[src/rtl/fetch_unit.sv]
// Instruction fetch front end: sequential PC generation, ready-handshaked
// instruction memory requests, a 2-entry prefetch queue and a registered
// pc/instruction pair for the IF/ID register. Redirects squash everything
// fetched ahead and restart at the (word-aligned) target.
module fetch_unit #(
    parameter logic [31:0] PC_RESET = 32'h0000_0000,
    parameter int          QDEPTH   = 2
) (
    input  logic        clk,
    input  logic        rst,
    input  logic        stall,
    input  logic        redirect,
    input  logic [31:0] redirect_pc,
    output logic        im_req,
    output logic [31:0] im_addr,
    input  logic        im_ready,
    input  logic [31:0] im_rdata,
    output logic [31:0] pc_out,
    output logic [31:0] inst_out,
    output logic        fetch_valid
);

    typedef enum logic {IDLE, FETCH} state_t;

    state_t      state_q, state_d;
    logic [31:0] fetch_pc_q, fetch_pc_d;
    logic [1:0]  count_q, count_d;
    logic        rd_ptr_q, rd_ptr_d;
    logic        wr_ptr_q, wr_ptr_d;
    logic [31:0] q_pc_q   [QDEPTH];
    logic [31:0] q_inst_q [QDEPTH];
    logic [31:0] pc_q, pc_d;
    logic [31:0] inst_q, inst_d;
    logic        valid_q, valid_d;
    logic        push, pop;

    // Request side and queue control; outputs and next state with defaults first
    always_comb begin
        state_d    = state_q;
        fetch_pc_d = fetch_pc_q;
        count_d    = count_q;
        rd_ptr_d   = rd_ptr_q;
        wr_ptr_d   = wr_ptr_q;
        pc_d       = pc_q;
        inst_d     = inst_q;
        valid_d    = valid_q;

        // Stall does not gate requests: keep filling until the queue is full.
        im_req  = (state_q == FETCH) && (count_q < 2'd2) && !redirect;
        im_addr = fetch_pc_q;
        push    = im_req && im_ready;
        pop     = !redirect && !stall && (count_q != 2'd0);

        if (state_q == IDLE) state_d = FETCH;

        if (redirect) begin
            // Squash everything fetched ahead; im_req is low so nothing pushes.
            pc_d       = 32'h0;
            inst_d     = 32'h0;
            valid_d    = 1'b0;
            count_d    = 2'd0;
            rd_ptr_d   = 1'b0;
            wr_ptr_d   = 1'b0;
            fetch_pc_d = redirect_pc & ~32'h3;
        end else begin
            if (push) begin
                fetch_pc_d = fetch_pc_q + 32'd4;
                wr_ptr_d   = ~wr_ptr_q;
            end
            if (stall) begin
                // hold presented pair
            end else if (pop) begin
                pc_d     = q_pc_q[rd_ptr_q];
                inst_d   = q_inst_q[rd_ptr_q];
                valid_d  = 1'b1;
                rd_ptr_d = ~rd_ptr_q;
            end else begin
                pc_d    = 32'h0;
                inst_d  = 32'h0;
                valid_d = 1'b0;
            end
            case ({push, pop})
                2'b10:   count_d = count_q + 2'd1;
                2'b01:   count_d = count_q - 2'd1;
                default: count_d = count_q;
            endcase
        end
    end

    // State, fetch PC, queue pointers and presented pair
    always_ff @(posedge clk or posedge rst) begin
        if (rst) begin
            state_q    <= IDLE;
            fetch_pc_q <= PC_RESET;
            count_q    <= 2'd0;
            rd_ptr_q   <= 1'b0;
            wr_ptr_q   <= 1'b0;
            pc_q       <= 32'h0;
            inst_q     <= 32'h0;
            valid_q    <= 1'b0;
        end else begin
            state_q    <= state_d;
            fetch_pc_q <= fetch_pc_d;
            count_q    <= count_d;
            rd_ptr_q   <= rd_ptr_d;
            wr_ptr_q   <= wr_ptr_d;
            pc_q       <= pc_d;
            inst_q     <= inst_d;
            valid_q    <= valid_d;
        end
    end

    // Queue storage: write the accepted word at the tail
    always_ff @(posedge clk or posedge rst) begin
        if (rst) begin
            for (int i = 0; i < QDEPTH; i++) begin
                q_pc_q[i]   <= 32'h0;
                q_inst_q[i] <= 32'h0;
            end
        end else if (push && !redirect) begin
            q_pc_q[wr_ptr_q]   <= fetch_pc_q;
            q_inst_q[wr_ptr_q] <= im_rdata;
        end
    end

    assign pc_out      = pc_q;
    assign inst_out    = inst_q;
    assign fetch_valid = valid_q;

endmodule

[config.mk]
export PLATFORM = sky130hd
export DESIGN_NAME = fetch_unit
export DESIGN_NICKNAME = d
export VERILOG_FILES = /design/src/rtl/fetch_unit.sv
export SDC_FILE = /design/constraint.sdc
export NUM_CORES = 1
export LEC_CHECK = 0
export BUFFER_PORTS_ARGS = -buffer_cell sky130_fd_sc_hd__buf_4
export CAP_MARGIN = 20
export CORE_ASPECT_RATIO = 1.2
export CORE_UTILIZATION = 51
export CTS_CLUSTER_SIZE = 40
export DETAILED_ROUTE_END_ITERATION = 16
export PLACE_DENSITY = 0.77
export SYNTH_ARGS = -nofsm -noshare
export SYNTH_HDL_FRONTEND = slang
export SYNTH_SLANG_ARGS = --single-unit
[constraint.sdc]
create_clock -name clk -period 7.7 [get_ports clk]
set_clock_uncertainty 0.2 [all_clocks]
set_input_delay 1.155 -clock clk [delete_from_list [all_inputs] [get_ports clk]]
set_output_delay 1.155 -clock clk [all_outputs]
set_load 0.01 [all_outputs]
==> results.txt <==
Critical Path End Type: output pin
die width: 127 um
Hold Path Cell Cnt: 2
count of buffers from port buffering: 162
area grow syn2layout: 22.0%
r2r setup slk: 4.87 ns
Final Hold Vio Count: 0
Psw: 0.000766 W
Max-Cap Viols: 0
FF+latch area: 0.00558 sq mm
clock power share: 35.5%
post-synth cell types: 48
core outline area: 0.0183 sq mm
cell row count: 54
WS Path Type: input port to output pin
area of the multi-input gates: 0.00376 sq mm
Max stage delay on crit path: 0.46 ns
CP Max Fanout: 59
number of synthesized register bits: 223
CTS HTree Levels: 1
DR vias/cell: 5.57
DRT Pass-1 Iters: 4
root buffer selected by CTS: clkbuf_16
drc violations: 0
DP HPWL: 12.6 mm
Global Route Usage Sum: 22.2%
worst path cell trace: buf_4 > nor3b_1 > buf_4
Final Instance Count excl. Fillers: 1190
setup TNS: 0 ns
Filler Cells Inserted: 1419
CP max stage cell: buf_4
FF-to-FF path depth: 4
Core Util, Final: 63.9%
Syn Area/Cell: 12.2 sq um
Req. time, crit path: 6.34 ns
number of enable flip-flop cells after synthesis: 0
mapped cell area: 0.00959 sq mm
hold_buf cts: 0
combinational share of power: 14.7%
global-route wire length before repair: 34.5 mm
ys flop type: dfrtp_1
Max Clock Freq: 308 MHz
Worst R2R End: im_addr[31]
antenna violation net count after detailed routing: 0
final wirelength: 20.9 mm
Switching Share: 25.0%
clock insertion delay at the later pin of the skew report: 0.49 ns
dpl cells: 1151
HP Start: inst_out[25]
reg-to-reg startpoint: count_q[1]
IO Pins: 167
clock buffer depth: 3
largest net degree at the start of global routing: 156
GRT overflow: 0
die area: 0.0194 sq mm
Cell Int Power: 0.00230 W
CTS tree: done
Die Ht: 152 um
Reg power frac: 49.8%
WHS Endpoint: inst_out[25]
Worst-Margin Slew: 1.11 ns
initial antenna violation count: 0
DR vias: 6623
Max IR drop VDD: 0.168 mV
fin crit period: 3.25 ns
DR WL/cell: 17.6 um
Post-CTS Setup Bufs: 0
share of cells above drive strength 1: 35.7%
# clock sinks: 223
RSZ-0062 raised after global routing: false
GP Congestion: 0.845
Slew Limit Headroom: 25.4%
number of global-route vias before repair: 6709
Syn Inst Count: 784
status: finished, final reports clean
LEAKAGE: 5.26 nW
most used cell, CP: buf_4
CTS clk-pin slew, worst paths: 0.06 ns
CTS Buf Count: 23
max-slew violations: 0
Tcrit/Tclk final: 42.2%
worst min-delay path class: flip-flop to flip-flop
CTS resizes: 0
sequential share of the synthesized area: 58.2%
Setup violations, final: 0
iteration-0 DRC count of the detailed router: 351
synth warn: 0
starting density of the core: 52.4%
Setup crit start kind: input port
pwr dens: 262 mW/mm^2
antenna cells: 0
final setup margin: 4.45 ns
Layout Nets: 995
ys async rst share: 100%
worst path arrival time: 1.89 ns
pre-CTS setup slack: 4.17 ns
## layer usage
metal	global-route usage, %	wire length, um	vias up
li1	-	-	3082
met4	6.41	460	0
met1	30.5	9360	3309
met5	0	0	-
met2	36.9	10100	193
met3	2.91	1010	39
## how the worst max path moves through the flow
stage | from | endpoint | slack [ns] | cells past startpoint
3_5_place_dp | im_ready | im_addr[31] | 4.17 | 5
4_1_cts | redirect | im_req | 4.44 | 3
5_1_grt | redirect | im_req | 4.37 | 3
3_3_place_gp | im_ready | im_addr[31] | 4.19 | 5
6_report | redirect | im_req | 4.45 | 3
2_1_floorplan | rst | count_q[0] | 0.24 | 1
## area by class of cell
| type | count | area share (%) |
|---|---|---|
| sequential | 223 | 47.7 |
| multi-input combinational | 504 | 32.1 |
| timing repair buffer | 169 | 11.0 |
| clock buffer | 31 | 5.52 |
| tap | 252 | 2.69 |
| clock inverter | 7 | 0.748 |
| inverter | 4 | 0.192 |
## worst max-delay path, delay by kind of cell
family,cells,cell delay (ns)
AND/OR/NAND/NOR,1,0.11
buffers and inverters,2,0.63
## cell usage after synthesis, types with 3 or more instances
cell | instances | area [sq um]
buf_1 | 7 | 26.3
and4_1 | 8 | 70.1
nor3_1 | 5 | 25.0
o31ai_1 | 4 | 30.0
buf_6 | 6 | 67.6
dfrtp_1 | 223 | 5580
mux2i_1 | 63 | 631
mux2_2 | 122 | 1370
a21oi_1 | 4 | 20.0
o211ai_1 | 8 | 60.1
xnor2_1 | 6 | 52.6
nand4_1 | 15 | 93.8
o21ai_0 | 78 | 390
clkbuf_1 | 29 | 109
buf_4 | 3 | 22.5
o31a_1 | 3 | 26.3
a31oi_1 | 4 | 25.0
inv_1 | 4 | 15.0
xor2_1 | 5 | 43.8
nor4_1 | 5 | 31.3
o311ai_0 | 4 | 35.0
nor2_1 | 11 | 41.3
or4_1 | 10 | 75.1
nand2_1 | 101 | 379
and3_1 | 5 | 31.3
and2_1 | 5 | 31.3
nand3_1 | 11 | 55.1
buf_2 | 9 | 45.0
## power by group through the flow
stage          combinational [W]  clock, W  sequential, W
5_1_grt                 0.000498   0.00116        0.00155
4_1_cts                 0.000457   0.00111        0.00152
3_5_place_dp            0.000454         0        0.00154
6_report                0.000450   0.00109        0.00152
2_1_floorplan           0.000316         0        0.00151
3_3_place_gp            0.000437         0        0.00153
## flip-flops by register name, summed over array words and instances (netlist names)
signal / cells
pc_out: 31
im_addr: 30
wr_ptr_q: 1
inst_out: 32
state_q: 1
rd_ptr_q: 1
fetch_valid: 1
count_q: 2
q_pc_q: 60
q_inst_q: 64
## kinds of logic (layout without fill, tap and decap cells)
| family | Yosys count | in the layout | synth area share [%] |
|---|---|---|---|
| AO/OA/AOI/OAI | 114 | 114 | 6.98 |
| XOR/XNOR | 11 | 11 | 1.00 |
| adder cells (fa/ha/maj) | 1 | 1 | 0.130 |
| buffers and inverters | 58 | 211 | 2.97 |
| flip-flops | 223 | 223 | 58.2 |
| multiplexers | 185 | 185 | 20.9 |
| other | 2 | 3 | 0.0783 |
| AND/OR/NAND/NOR | 190 | 190 | 9.78 |
## layout by cell type, fill, tap and decap left out, types with 6 or more instances in the layout
cell type	instances
and4_1	8
nand3_1	11
nand2_1	101
clkbuf_16	23
mux2i_1	63
o211ai_1	8
mux2_2	122
nor2_1	11
xnor2_1	6
buf_4	168
nand4_1	15
o21ai_0	77
or4_1	10
dfrtp_1	222
## metrics by stage
stage / instance area, sq um / hold slack, ns / power, W
floorplan: 9600 / 0.249 / 0.00182
global placement: 10900 / 0.260 / 0.00197
detailed placement: 10900 / 0.271 / 0.00200
CTS: 11700 / 0.285 / 0.00309
global route: 11700 / 0.305 / 0.00321
finish: 11700 / 0.276 / 0.00306
No activity file was read; power rests on OpenSTA's default activity.
